`config.mk`:
```
export PLATFORM = sky130hd
export DESIGN_NAME = uart_reg_bridge
export DESIGN_NICKNAME = d
export VERILOG_FILES = /design/src/rtl/uart_reg_bridge.sv
export SDC_FILE = /design/constraint.sdc
export NUM_CORES = 1
export LEC_CHECK = 0
export CAP_MARGIN = 30
export CORE_UTILIZATION = 54
export CTS_CLUSTER_DIAMETER = 200
export DETAILED_ROUTE_END_ITERATION = 7
export PLACE_DENSITY = 0.81
export SLEW_MARGIN = 20
export SYNTH_ARGS = -nofsm -noshare
export SYNTH_HDL_FRONTEND = slang
export SYNTH_SLANG_ARGS = --single-unit
```
`constraint.sdc`:
```
create_clock -name clk_100mhz -period 2.9 [get_ports clk_100mhz]
set_clock_uncertainty 0.1 [all_clocks]
set_input_delay 0.58 -clock clk_100mhz [delete_from_list [all_inputs] [get_ports clk_100mhz]]
set_output_delay 0.58 -clock clk_100mhz [all_outputs]
set_load 0.1 [all_outputs]
```
`src/rtl/uart_reg_bridge.sv`:
```
// UART-to-register bridge: binary read/write frames from a host update a bank of
// control registers and return read data (registers or read-only probes) or ACK/NAK.
module uart_reg_bridge #(
  parameter int unsigned       CLK_HZ       = 100_000_000,
  parameter int unsigned       BAUD         = 115200,
  parameter int unsigned       DATA_W       = 16,
  parameter int unsigned       NUM_REGS     = 8,
  parameter int unsigned       NUM_PROBES   = 4,
  parameter int unsigned       TIMEOUT_BITS = 32,
  parameter logic [DATA_W-1:0] RST_VAL      = '0
) (
  input  logic                           clk_100mhz,
  input  logic                           sys_rst_n,
  input  logic                           uart_rxd,
  output logic                           uart_txd,
  input  logic [NUM_PROBES*DATA_W-1:0]   probe_in,
  output logic [NUM_REGS*DATA_W-1:0]     ctrl_out,
  output logic [NUM_REGS-1:0]            wr_strobe,
  output logic                           frame_err,
  output logic                           timeout_err,
  output logic                           busy
);

  localparam int unsigned DIV     = (CLK_HZ + BAUD / 2) / BAUD;
  localparam int unsigned NB      = DATA_W / 8;
  localparam int unsigned CNT_W   = $clog2(DIV);
  localparam int unsigned BC_W    = $clog2(NB + 1);
  localparam int unsigned TMO_CYC = TIMEOUT_BITS * DIV;
  localparam int unsigned TMO_W   = $clog2(TMO_CYC + 1);

  // Single-byte responses are MSB-aligned so RESP can always shift out the top byte.
  localparam logic [DATA_W-1:0] ACK_WORD = DATA_W'(8'h06) << (DATA_W - 8);
  localparam logic [DATA_W-1:0] NAK_WORD = DATA_W'(8'h15) << (DATA_W - 8);

  typedef enum logic [2:0] {StIdle, StCmd, StWdata, StExec, StResp} state_e;

  // RX engine state
  logic             rxd_s1_q, rxd_s2_q, rxd_prev_q;
  logic             rx_active_q;
  logic [CNT_W-1:0] rx_cnt_q;
  logic [3:0]       rx_bit_q;
  logic [7:0]       rx_shift_q;
  logic             rx_valid_q;
  logic [7:0]       rx_data_q;
  logic             rx_ferr_q;

  // TX engine state
  logic             txd_q;
  logic             tx_busy_q;
  logic [CNT_W-1:0] tx_cnt_q;
  logic [3:0]       tx_bits_q;
  logic [8:0]       tx_frame_q;
  logic             tx_ready;
  logic             tx_start;

  // Parser state
  state_e                     state_q;
  logic [7:0]                 cmd_q;
  logic [DATA_W-1:0]          wdata_q;
  logic [BC_W-1:0]            wcnt_q;
  logic [TMO_W-1:0]           tmo_q;
  logic [DATA_W-1:0]          resp_q;
  logic [BC_W-1:0]            resp_left_q;
  logic [NUM_REGS*DATA_W-1:0] ctrl_q;
  logic [NUM_REGS-1:0]        wr_strobe_q;
  logic                       overrun_q;
  logic                       timeout_q;

  logic [31:0]       addr;
  logic              addr_is_reg;
  logic              addr_is_probe;
  logic [DATA_W-1:0] rd_word;

  assign addr          = {25'd0, cmd_q[6:0]};
  assign addr_is_reg   = addr < NUM_REGS;
  assign addr_is_probe = !addr_is_reg && (addr < NUM_REGS + NUM_PROBES);

  // TX can take a new byte when idle or in the final cycle of a stop bit (no inter-byte gap).
  assign tx_ready = !tx_busy_q || (tx_cnt_q == '0 && tx_bits_q == 4'd0);
  assign tx_start = (state_q == StResp) && (resp_left_q != '0) && tx_ready;

  // RX: synchronise, detect start edge, sample mid-bit, emit byte or framing error
  always_ff @(posedge clk_100mhz or negedge sys_rst_n) begin
    if (!sys_rst_n) begin
      rxd_s1_q    <= 1'b1;
      rxd_s2_q    <= 1'b1;
      rxd_prev_q  <= 1'b1;
      rx_active_q <= 1'b0;
      rx_cnt_q    <= '0;
      rx_bit_q    <= 4'd0;
      rx_shift_q  <= 8'd0;
      rx_valid_q  <= 1'b0;
      rx_data_q   <= 8'd0;
      rx_ferr_q   <= 1'b0;
    end else begin
      rxd_s1_q   <= uart_rxd;
      rxd_s2_q   <= rxd_s1_q;
      rxd_prev_q <= rxd_s2_q;
      rx_valid_q <= 1'b0;
      rx_ferr_q  <= 1'b0;
      if (!rx_active_q) begin
        if (rxd_prev_q && !rxd_s2_q) begin
          rx_active_q <= 1'b1;
          rx_cnt_q    <= CNT_W'(DIV / 2 - 1);
          rx_bit_q    <= 4'd0;
        end
      end else if (rx_cnt_q != '0) begin
        rx_cnt_q <= rx_cnt_q - CNT_W'(1);
      end else begin
        rx_cnt_q <= CNT_W'(DIV - 1);
        rx_bit_q <= rx_bit_q + 4'd1;
        if (rx_bit_q == 4'd0) begin
          // Start bit high at mid-bit: treat as a glitch.
          if (rxd_s2_q) rx_active_q <= 1'b0;
        end else if (rx_bit_q == 4'd9) begin
          rx_active_q <= 1'b0;
          if (rxd_s2_q) begin
            rx_valid_q <= 1'b1;
            rx_data_q  <= rx_shift_q;
          end else begin
            rx_ferr_q <= 1'b1;
          end
        end else begin
          rx_shift_q <= {rxd_s2_q, rx_shift_q[7:1]};
        end
      end
    end
  end

  // TX: 8N1 shifter, start bit driven on the load edge
  always_ff @(posedge clk_100mhz or negedge sys_rst_n) begin
    if (!sys_rst_n) begin
      txd_q      <= 1'b1;
      tx_busy_q  <= 1'b0;
      tx_cnt_q   <= '0;
      tx_bits_q  <= 4'd0;
      tx_frame_q <= 9'h1ff;
    end else if (tx_start) begin
      tx_busy_q  <= 1'b1;
      txd_q      <= 1'b0;
      tx_cnt_q   <= CNT_W'(DIV - 1);
      tx_bits_q  <= 4'd9;
      tx_frame_q <= {1'b1, resp_q[DATA_W-1 -: 8]};
    end else if (tx_busy_q) begin
      if (tx_cnt_q != '0) begin
        tx_cnt_q <= tx_cnt_q - CNT_W'(1);
      end else if (tx_bits_q != 4'd0) begin
        txd_q      <= tx_frame_q[0];
        tx_frame_q <= {1'b1, tx_frame_q[8:1]};
        tx_bits_q  <= tx_bits_q - 4'd1;
        tx_cnt_q   <= CNT_W'(DIV - 1);
      end else begin
        tx_busy_q <= 1'b0;
      end
    end
  end

  // Read mux over control registers and probe words
  always_comb begin
    rd_word = '0;
    for (int unsigned k = 0; k < NUM_REGS; k++) begin
      if (addr == k) rd_word = ctrl_q[k*DATA_W +: DATA_W];
    end
    for (int unsigned k = 0; k < NUM_PROBES; k++) begin
      if (addr == NUM_REGS + k) rd_word = probe_in[k*DATA_W +: DATA_W];
    end
  end

  // Parser FSM: command decode, write data collection, execute, response
  always_ff @(posedge clk_100mhz or negedge sys_rst_n) begin
    if (!sys_rst_n) begin
      state_q     <= StIdle;
      cmd_q       <= 8'd0;
      wdata_q     <= '0;
      wcnt_q      <= '0;
      tmo_q       <= '0;
      resp_q      <= '0;
      resp_left_q <= '0;
      ctrl_q      <= {NUM_REGS{RST_VAL}};
      wr_strobe_q <= '0;
      overrun_q   <= 1'b0;
      timeout_q   <= 1'b0;
    end else begin
      wr_strobe_q <= '0;
      overrun_q   <= 1'b0;
      timeout_q   <= 1'b0;
      unique case (state_q)
        StIdle: begin
          if (rx_valid_q) begin
            cmd_q   <= rx_data_q;
            state_q <= StCmd;
          end
        end
        StCmd: begin
          tmo_q   <= '0;
          wcnt_q  <= '0;
          state_q <= cmd_q[7] ? StWdata : StExec;
        end
        StWdata: begin
          if (rx_valid_q) begin
            wdata_q <= (wdata_q << 8) | DATA_W'(rx_data_q);
            wcnt_q  <= wcnt_q + BC_W'(1);
            tmo_q   <= '0;
            if (wcnt_q == BC_W'(NB - 1)) state_q <= StExec;
          end else if (tmo_q == TMO_W'(TMO_CYC)) begin
            timeout_q <= 1'b1;
            state_q   <= StIdle;
          end else begin
            tmo_q <= tmo_q + TMO_W'(1);
          end
        end
        StExec: begin
          if (rx_valid_q) overrun_q <= 1'b1;
          if (cmd_q[7]) begin
            resp_left_q <= BC_W'(1);
            if (addr_is_reg) begin
              for (int unsigned k = 0; k < NUM_REGS; k++) begin
                if (addr == k) begin
                  ctrl_q[k*DATA_W +: DATA_W] <= wdata_q;
                  wr_strobe_q[k]             <= 1'b1;
                end
              end
              resp_q <= ACK_WORD;
            end else begin
              resp_q <= NAK_WORD;
            end
          end else if (addr_is_reg || addr_is_probe) begin
            resp_q      <= rd_word;
            resp_left_q <= BC_W'(NB);
          end else begin
            resp_q      <= NAK_WORD;
            resp_left_q <= BC_W'(1);
          end
          state_q <= StResp;
        end
        StResp: begin
          if (rx_valid_q) overrun_q <= 1'b1;
          if (tx_start) begin
            resp_q      <= resp_q << 8;
            resp_left_q <= resp_left_q - BC_W'(1);
          end else if (resp_left_q == '0 && !tx_busy_q) begin
            state_q <= StIdle;
          end
        end
        default: state_q <= StIdle;
      endcase
    end
  end

  assign uart_txd    = txd_q;
  assign ctrl_out    = ctrl_q;
  assign wr_strobe   = wr_strobe_q;
  assign frame_err   = rx_ferr_q | overrun_q;
  assign timeout_err = timeout_q;
  assign busy        = (state_q != StIdle);

endmodule

```
==> impl_metrics.env, run 1 <==
export IMPL_status="completed"
export IMPL_finalMaxSlewViolations=0
export IMPL_postLayoutCellArea_um2=16100
export IMPL_nNetsFinal=1559
export IMPL_post_cts_buffers=0
export IMPL_power_density_nw_per_um2=486
export IMPL_syn_nets=1333
export IMPL_die_h_um=156
export IMPL_drc=0
export IMPL_hp_start="rxd_s1_q"
export IMPL_rows=55
export IMPL_grt_pass1_vias=11200
export IMPL_ctsHtreeMaxLevel=1
export IMPL_io_pins=207
export IMPL_gp_congestion=0.990
export IMPL_grtUsageMet2=0.544
export IMPL_setup_worst_path_class="register to register"
export IMPL_reg2reg_depth=8
export IMPL_ir_worst_vdd_mv=0.460
export IMPL_min_path_type="register to register"
export IMPL_critPathLaunchType="register"
export IMPL_ys_ff_latch=260
export IMPL_critPathArrivalTime_ns=3.05
export IMPL_p_leak_nw=7.63
export IMPL_r2r_start="tx_cnt_q[0]"
export IMPL_grt_use_met3=0.0911
export IMPL_path_max_fanout=7
export IMPL_syn_avg_cell_area_um2=10.2
export IMPL_io_buffers=206
export IMPL_fmax_ghz=0.363
export IMPL_ys_types=81
export IMPL_synth_edff_count=0
export IMPL_final_hold_viol_count=0
export IMPL_setup_violations=0
export IMPL_drt_iter0_drc=1191
export IMPL_wl_per_cell_um=23.2
export IMPL_startpoint="tx_cnt_q[0]"
export IMPL_antennaDiodeCount=0
export IMPL_dp_slack_ns=0.0338
export IMPL_grt_usage=0.351
export IMPL_clock_latency_ns=0.59
export IMPL_dieArea_um2=24200
export IMPL_yosysWarningCount=0
export IMPL_yosysSeqAreaShare=0.511
export IMPL_synth_area_leader_cell="dfrtp_1"
export IMPL_area_growth_pct=26.3
export IMPL_min_to="rxd_s2_q"
export IMPL_busiest_layer="met2"
export IMPL_routed_wirelength_um=42200
export IMPL_period_share=0.950
export IMPL_min_path_cells=0
export IMPL_cts_made_buffers=28
export IMPL_via_count=11300
export IMPL_placed_area_um2=15100
export IMPL_min_period_ns=2.76
export IMPL_worst_r2r_endpoint="tx_cnt_q[5]"
export IMPL_drtAntennaViolNets=0
export IMPL_antenna_found_initial=0
export IMPL_via_per_inst=6.22
export IMPL_final_cells=1817
export IMPL_grt_overflow=0
export IMPL_dp_cells=1764
export IMPL_synthArstFlopShare=1.00
export IMPL_synth_main_ff_cell="dfrtp_1"
export IMPL_hpwl_um=30500
export IMPL_grt_pass1_wl_um=64600
export IMPL_cts_sinks=260
export IMPL_slew_headroom=0.452
export IMPL_worst_setup_path_end_kind="register"
export IMPL_core_um2=22900
export IMPL_clk_pin_slew_ns=0.07
export IMPL_post_route_cells_drive_above_1_share=0.289
export IMPL_synth_area_um2=12800
export IMPL_ff2ff_setup_slack_ns=0.14
export IMPL_rsz0062_at_grt="false"
export IMPL_drtPass1Iterations=6
export IMPL_clockRootBuffer="clkbuf_16"
export IMPL_tns_ns=0
export IMPL_setup_ws_ns=0.144
export IMPL_cap_viol_max_count=0
export IMPL_grt_met1_usage=0.471
export IMPL_synth_cells=1256
export IMPL_synth_top_area_frac=0.486
export IMPL_grt_max_degree=71
export IMPL_yosys_top_cells_area="dfrtp_1, mux2_2, nand2_1, o21ai_0, dfstp_2"
export IMPL_cp_required_ns=3.19
export IMPL_cts_tree="done"
export IMPL_clockBufferDepth=3
export IMPL_worst_pin_slew_ns=0.820
export IMPL_holdWs_ns=0.253
export IMPL_die_w_um=156
export IMPL_start_util=0.557
==> sequential cells by signal (all words and copies together) (netlist names), 10 cells and up <==
| register | flops |
|---|---|
| wdata_q | 16 |
| rx_cnt_q | 10 |
| tmo_q | 15 |
| resp_q | 16 |
| ctrl_out | 128 |
| tx_cnt_q | 10 |
==> repair_timing <==
| action | in CTS | in global routing |
|---|---|---|
| hold endpoints to repair | 52 | 0 |
| resized for setup | 0 | 2 |
| hold buffers | 1 | 0 |
| endpoints found under the setup margin | 0 | 8 |
==> area by class of cell <==
cell class / instances / area (um^2)
clock buffer: 38 / 788
clock inverter: 14 / 186
fill: 1713 / 6800
inverter: 38 / 143
multi-input combinational: 874 / 5760
sequential: 260 / 6520
tap: 313 / 392
timing repair buffer: 280 / 2320
==> placed cells by master (no fill, tap or decap), types with 6 or more instances in the layout <==
| master | n |
|---|---|
| a211oi_1 | 9 |
| a21oi_1 | 55 |
| a221oi_1 | 7 |
| a22oi_1 | 21 |
| a31oi_1 | 6 |
| a32oi_1 | 6 |
| and3_1 | 7 |
| buf_4 | 209 |
| clkbuf_16 | 28 |
| clkdlybuf4s50_1 | 65 |
| clkinv_2 | 6 |
| dfrtp_1 | 246 |
| dfstp_2 | 12 |
| ha_1 | 10 |
| inv_1 | 38 |
| mux2_2 | 135 |
| mux2i_1 | 10 |
| nand2_1 | 185 |
| nand2b_1 | 14 |
| nand3_1 | 36 |
| nand3b_1 | 6 |
| nand4_1 | 10 |
| nor2_1 | 73 |
| nor2b_1 | 8 |
| nor3_1 | 20 |
| nor4_1 | 7 |
| o211ai_1 | 7 |
| o21ai_0 | 93 |
| o22ai_1 | 14 |
| o31ai_1 | 6 |
| or3_1 | 11 |
| xnor2_1 | 12 |
| xor2_1 | 6 |
==> stage by stage <==
step	utilization	power, W
2_1_floorplan	-	0.00394
3_3_place_gp	0.660	0.00415
3_5_place_dp	0.660	0.00416
4_1_cts	0.703	0.00788
5_1_grt	0.703	0.00808
6_report	0.703	0.00784
==> synth_stat cells (11+ instances only) <==
cell	instances
dfrtp_1	248
nand2_1	185
xnor2_1	12
or3_1	11
nor3_1	21
buf_2	19
nor2_1	75
nand2b_1	14
dfstp_2	12
mux2_2	135
a22oi_1	21
clkbuf_1	58
o21ai_0	93
a21oi_1	55
inv_1	38
o22ai_1	14
nand3_1	36
==> cells by family after synthesis <==
kind of cell | count (synthesis) | share of synthesized area
adder cells (fa/ha/maj) | 10 | 0.00981
buffers and inverters | 122 | 0.0390
multiplexers | 145 | 0.127
XOR/XNOR | 18 | 0.0124
AND/OR/NAND/NOR | 421 | 0.159
AO/OA/AOI/OAI | 280 | 0.141
flip-flops | 260 | 0.511
==> critical path, stage by stage, from the launching register on <==
cell and delay [ns]:
dfrtp_1 0.40, inv_1 0.07, ha_1 0.21, or3b_2 0.51, o41a_1 0.43, or3_1 0.50
nand3_1 0.14, xor2_1 0.16, nand2_1 0.07
==> worst max path at each step <==
| stage | to | slack, ns | cells past startpoint |
|---|---|---|---|
| CTS | rx_data_q[2] | 0.03 | 8 |
| global route | tx_cnt_q[5] | 0.03 | 8 |
| global placement | rx_data_q[7] | 0.20 | 8 |
| finish | tx_cnt_q[5] | 0.14 | 8 |
| floorplan | rx_data_q[0] | 0.32 | 9 |
| detailed placement | rx_data_q[5] | 0.03 | 8 |
==> routing by layer <==
| layer | share of wire | wire length (um) | up-vias |
|---|---|---|---|
| met3 | 0.11 | 4730 | 142 |
| met1 | 0.40 | 16700 | 5551 |
| li1 | - | - | 4950 |
| met4 | 0.040 | 1710 | 0 |
| met2 | 0.45 | 19000 | 652 |
| met5 | 0 | 0 | - |
==> where the power goes <==
| group | internal, W | leakage [nW] | switching, W |
|---|---|---|---|
| combinational | 0.000169 | 3.64 | 0.000171 |
| sequential | 0.00370 | 3.51 | 0.0000626 |
| clock | 0.00219 | 0.479 | 0.00155 |
(Power assumes the default switching activity.)
==> inputs of run 2 (changes only) <==
--- a/config.mk
+++ b/config.mk
@@ -5,6 +5,7 @@
 export SDC_FILE = /design/constraint.sdc
 export NUM_CORES = 1
 export LEC_CHECK = 0
+export ABC_AREA = 1
 export CAP_MARGIN = 30
 export CORE_UTILIZATION = 54
 export CTS_CLUSTER_DIAMETER = 200
@@ -14,3 +15,4 @@
 export SYNTH_ARGS = -nofsm -noshare
 export SYNTH_HDL_FRONTEND = slang
 export SYNTH_SLANG_ARGS = --single-unit
+export TNS_END_PERCENT = 20
==> run 2 against run 1 <==
Final cell count rose by 10%. Largest cell class unchanged. Global-route usage decreased by 4.6 points. Clock power decreased by 13%. Core utilization decreased by 1.6 points. Critical endpoint is now ctrl_out[0].
==> impl_metrics.env, run 2 <==
export IMPL_synth_compound_area_frac=0.133
export IMPL_swShare=0.227
export IMPL_clockBufferDepth=3
export IMPL_p_sw_w=0.00168
export IMPL_drt_iter0_drc=954
export IMPL_setup_worst_path_class="register to register"
export IMPL_grt_overflow=0
export IMPL_via_count=11200
export IMPL_critPathArrivalTime_ns=2.90
export IMPL_p_leak_nw=7.18
export IMPL_via_per_inst=5.60
export IMPL_final_cell_mix="nand2_1, dfrtp_1, o21ai_0"
export IMPL_nFillCells=1714
export IMPL_cts_made_buffers=27
export IMPL_grt_pass1_wl_um=55900
export IMPL_hpwl_um=26400
export IMPL_gp_congestion=0.928
export IMPL_fin_util=0.687
export IMPL_io_pins=207
export IMPL_antenna_found_initial=0
export IMPL_synth_fa_ha_area_frac=0.0102
export IMPL_nNetsFinal=1784
export IMPL_final_cells=2006
export IMPL_finalMaxSlewViolations=0
export IMPL_tns_ns=0
export IMPL_slowest_stage="nand2_1"
export IMPL_antennaDiodeCount=0
export IMPL_status="completed"
export IMPL_clockPowerShare=0.440
export IMPL_critical_path_most_common_cell="nand2_1"
export IMPL_wl_per_cell_um=17.7
export IMPL_ctsHtreeMaxLevel=1
export IMPL_rows=54
export IMPL_ff2ff_setup_slack_ns=0.27
export IMPL_synth_area_um2=12300
export IMPL_synth_cells=1490
export IMPL_dp_cells=1957
export IMPL_min_period_ns=2.63
export IMPL_post_cts_buffers=0
export IMPL_fmax_ghz=0.381
export IMPL_start_util=0.556
export IMPL_ir_worst_vdd_mv=0.355
export IMPL_synth_top_area_frac=0.505
export IMPL_grt_usage=0.304
export IMPL_p_seq_frac=0.506
export IMPL_holdWs_ns=0.257
export IMPL_yosysWarningCount=0
export IMPL_cts_sinks=260
export IMPL_yosys_top_cells_area="dfrtp_1, nand2_1, o21ai_0, inv_1, nor2_1"
export IMPL_grt_pass1_vias=10500
export IMPL_die_w_um=153
export IMPL_path_max_fanout=32
export IMPL_grt_max_degree=85
export IMPL_synth_edff_count=0
export IMPL_largest_reg_flops=128
export IMPL_crit_buf_inv=1
export IMPL_io_buffers=206
export IMPL_core_um2=22100
export IMPL_cap_viol_max_count=0
export IMPL_p_int_w=0.00572
export IMPL_syn_avg_cell_area_um2=8.25
export IMPL_power_density_nw_per_um2=488
export IMPL_synth_top_family_by_area="simple AND/OR/NAND/NOR gates"
export IMPL_path_cells="nor2_2 > nand2_1 > nor3_2 > inv_1 > nand2_1 > o21ai_0"
export IMPL_cts_tree="done"
export IMPL_crit_family="simple AND/OR/NAND/NOR gates"
export IMPL_setup_violations=0
export IMPL_drtAntennaViolNets=0
export IMPL_ys_ff_latch=260
export IMPL_ys_top_cells_by_count="nand2_1, dfrtp_1, o21ai_0, inv_1, nor2_1"
export IMPL_drtPass1Iterations=6
export IMPL_synthArstFlopShare=1.00
export IMPL_min_path_type="register to register"
export IMPL_die_h_um=153
export IMPL_routed_wirelength_um=35500
export IMPL_rsz0062_at_grt="false"
export IMPL_critPathLaunchType="register"
export IMPL_comb_power_share=0.053
export IMPL_area_growth_pct=23.5
export IMPL_clock_latency_ns=0.54
export IMPL_clk_pin_slew_ns=0.06
export IMPL_ys_types=50
export IMPL_dieArea_um2=23400
export IMPL_cp_required_ns=3.17
export IMPL_critical_path_max_stage_delay_ns=0.53
export IMPL_worst_setup_path_end_kind="register"
export IMPL_slew_headroom=0.407
export IMPL_worst_pin_slew_ns=0.887
export IMPL_synth_area_leader_cell="dfrtp_1"
export IMPL_final_hold_viol_count=0
export IMPL_synth_main_ff_cell="dfrtp_1"
export IMPL_period_share=0.906
export IMPL_synth_simple_area_share=0.247
export IMPL_syn_nets=1567
export IMPL_clockRootBuffer="clkbuf_16"
export IMPL_drc=0
export IMPL_yosysSeqAreaShare=0.531
export IMPL_layout_commonest_cell="nand2_1"
export IMPL_synth_xor_area_frac=0.00570
export IMPL_yosysMostFrequentCell="nand2_1"
export IMPL_post_route_cells_drive_above_1_share=0.171
export IMPL_cts_resized=0
export IMPL_synth_mux_area_frac=0
-- run 2: cell types whose count changed after synthesis, sizes merged, moves of 20 or more --
cell    previous run  this run
o21ai             93       213
nand2            185       416
nor2              76       128
inv               38       177
a22oi             21         1
mux2             135         0
clkbuf            59        17
nand4             10        31
-- run 2: layout make-up --
cell class / instances / area [um^2] / area share
inverters: 180 / 676 / 0.0445
flip-flops and latches: 260 / 6520 / 0.430
well taps: 280 / 350 / 0.0231
clock buffers: 41 / 778 / 0.0513
repair buffers: 233 / 1950 / 0.128
multi-input cells: 1005 / 4860 / 0.320
clock inverters: 7 / 41.3 / 0.00272
-- run 2: worst paths after layout --
| check | end | cells after the start | start |
|---|---|---|---|
| worst max-delay path | ctrl_out[0] | 6 | state_q[2] |
| worst min-delay path | rxd_s2_q | 0 | rxd_s1_q |
| worst max register to register | ctrl_out[0] | 6 | state_q[2] |
| worst min register to register | rxd_s2_q | 0 | rxd_s1_q |
| max in group asynchronous | uart_txd | 3 | sys_rst_n |
| min in group asynchronous | wr_strobe[3] | 2 | sys_rst_n |
-- run 2: repair_timing --
| item | CTS | global route |
|---|---|---|
| hold endpoints to repair | 73 | 0 |
| setup endpoints to repair | 0 | 0 |
| hold buffers | 1 | 0 |
-- run 2: routing by layer --
layer  GRT usage  routed length, um
met5           0                  0
met4      0.0967               1220
met3      0.0621               3050
met2       0.483              16400
met1       0.422              14900
-- run 2: cell families (layout without fill, tap and decap cells) --
group,after synthesis,count (layout)
xor+xnor,8,8
simple gates,673,673
flops,260,260
fa+ha+maj,10,10
buf+inv,225,461
compound gates,314,314
-- run 2: power by group through the flow --
stage                     combinational, W  sequential, W  clock, W
after floorplan                   0.000180        0.00380         0
after global placement            0.000384        0.00381         0
after detailed placement          0.000397        0.00381         0
after CTS                         0.000402        0.00375   0.00329
after global routing              0.000448        0.00375   0.00343
final                             0.000396        0.00375   0.00326
-- run 2: through the flow --
step           cell area [um^2]  setup slack [ns]  total power (W)
4_1_cts                   15200             0.314          0.00744
3_5_place_dp              14300             0.381          0.00421
5_1_grt                   15200             0.127          0.00763
3_3_place_gp              14300             0.413          0.00419
6_report                  15200             0.272          0.00740
2_1_floorplan             12300             0.909          0.00398
==> inputs of run 3 (changes only) <==
--- a/config.mk
+++ b/config.mk
@@ -7,10 +7,10 @@
 export LEC_CHECK = 0
 export ABC_AREA = 1
 export CAP_MARGIN = 30
-export CORE_UTILIZATION = 54
+export CORE_UTILIZATION = 50
 export CTS_CLUSTER_DIAMETER = 200
 export DETAILED_ROUTE_END_ITERATION = 7
-export PLACE_DENSITY = 0.81
+export PLACE_DENSITY = 0.76
 export SLEW_MARGIN = 20
 export SYNTH_ARGS = -nofsm -noshare
 export SYNTH_HDL_FRONTEND = slang
==> run 3 against run 2 <==
Combinational power is essentially flat. Final cell count grew 2.1%. Routed wire length grew 2.3%. Critical endpoint is now resp_q[5].
==> impl_metrics.env, run 3 (synthesis gave the netlist of run 2 again) <==
export IMPL_drt_iter0_drc=1039
export IMPL_clock_latency_ns=0.55
export IMPL_cts_made_buffers=28
export IMPL_finalMaxSlewViolations=0
export IMPL_cts_resized=0
export IMPL_p_seq_frac=0.480
export IMPL_post_cts_buffers=0
export IMPL_die_h_um=159
export IMPL_final_cell_mix="nand2_1, dfrtp_1, o21ai_0"
export IMPL_path_max_fanout=10
export IMPL_tns_ns=0
export IMPL_via_count=11100
export IMPL_final_cells=2048
export IMPL_postCtsHoldBufs=1
export IMPL_ir_worst_vdd_mv=0.487
export IMPL_routed_wirelength_um=36300
export IMPL_cts_tree="done"
export IMPL_antenna_found_initial=0
export IMPL_period_share=0.875
export IMPL_dieArea_um2=25200
export IMPL_rsz0062_at_grt="false"
export IMPL_drtPass1Iterations=6
export IMPL_drt_met1_wl_um=15300
export IMPL_clockPowerShare=0.469
export IMPL_p_leak_nw=7.23
export IMPL_cts_sinks=260
export IMPL_p_sw_w=0.00172
export IMPL_area_growth_pct=24.9
export IMPL_ctsHtreeMaxLevel=1
export IMPL_critPathArrivalTime_ns=2.87
export IMPL_p_int_w=0.00609
export IMPL_grt_usage=0.289
export IMPL_die_w_um=159
export IMPL_layout_commonest_cell="nand2_1"
export IMPL_clockBufferDepth=3
export IMPL_critPathLaunchType="register"
export IMPL_cp_required_ns=3.24
export IMPL_fmax_ghz=0.394
export IMPL_wl_met2_um=17100
export IMPL_dr_wl_met3_um=2540
export IMPL_antennaDiodeCount=0
export IMPL_min_period_ns=2.54
export IMPL_slew_headroom=0.420
export IMPL_cap_viol_max_count=0
export IMPL_post_route_cells_drive_above_1_share=0.170
export IMPL_status="completed"
export IMPL_clockRootBuffer="clkbuf_16"
export IMPL_grt_pass1_vias=10600
export IMPL_via_per_inst=5.40
export IMPL_gp_congestion=0.904
export IMPL_hpwl_um=26900
export IMPL_worst_pin_slew_ns=0.868
export IMPL_final_hold_viol_count=0
export IMPL_power_density_nw_per_um2=509
export IMPL_swShare=0.221
export IMPL_setup_worst_path_class="register to register"
export IMPL_dp_cells=1995
export IMPL_wl_per_cell_um=17.7
export IMPL_clk_pin_slew_ns=0.06
export IMPL_io_pins=207
export IMPL_drtAntennaViolNets=0
export IMPL_rows=57
export IMPL_drc=0
export IMPL_ff2ff_setup_slack_ns=0.36
export IMPL_io_buffers=206
export IMPL_worst_setup_path_end_kind="register"
export IMPL_setup_violations=0
export IMPL_nNetsFinal=1780
export IMPL_grt_max_degree=73
export IMPL_comb_power_share=0.051
export IMPL_start_util=0.508
export IMPL_grt_pass1_wl_um=57500
export IMPL_min_path_type="register to register"
export IMPL_grt_overflow=0
export IMPL_routed_top_layer="met4"
export IMPL_core_um2=24200
export IMPL_largest_reg_flops=128
run 3: critical path, stage by stage (launching register included):
cell      delay, ns
dfrtp_1        0.43
inv_1          0.13
nand2_1        0.14
nor2_1         0.28
nand2_2        0.24
o21ai_0        0.29
nand4_1        0.18
a21boi_1       0.29
nand4_1        0.20
nand2_1        0.10
nand2_1        0.05
run 3: layout make-up:
type / instances / area [um^2]
flip-flops and latches: 260 / 6520
repair buffers: 228 / 1940
multi-input cells: 1005 / 4860
well taps: 324 / 405
inverters: 180 / 676
clock inverters: 8 / 133
clock buffers: 43 / 817
fillers: 2025 / 8820
run 3: metal layers:
layer	global-route usage	vias up
met5	0	-
met4	0.111	0
met3	0.0389	74
met2	0.453	430
met1	0.409	5291
li1	-	5262
run 3: path summary, 6_finish.rpt:
path                       startpoint      endpoint  cells past startpoint
min in group asynchronous   sys_rst_n  tx_bits_q[0]                      2
min reg2reg                  rxd_s1_q      rxd_s2_q                      0
max                          cmd_q[2]     resp_q[5]                     10
min                          rxd_s1_q      rxd_s2_q                      0
max reg2reg                  cmd_q[2]     resp_q[5]                     10
max in group asynchronous   sys_rst_n  ctrl_out[12]                      3
run 3: power groups by stage:
stage / combinational [W] / clock [W] / sequential [W]
after global placement: 0.000387 / 0 / 0.00381
after CTS: 0.000407 / 0.00372 / 0.00375
after global routing: 0.000457 / 0.00386 / 0.00376
after floorplan: 0.000180 / 0 / 0.00380
final: 0.000399 / 0.00366 / 0.00375
after detailed placement: 0.000403 / 0 / 0.00381
run 3: per-stage QoR:
step	setup slack (ns)	instance area, um^2	total power, W	utilization	hold WS (ns)
floorplan	0.909	12300	0.00398	-	0.184
global placement	0.473	14400	0.00420	0.595	0.248
detailed placement	0.384	14400	0.00422	0.595	0.250
CTS	0.355	15300	0.00788	0.634	0.258
global route	0.151	15400	0.00807	0.635	0.261
finish	0.362	15400	0.00781	0.635	0.256
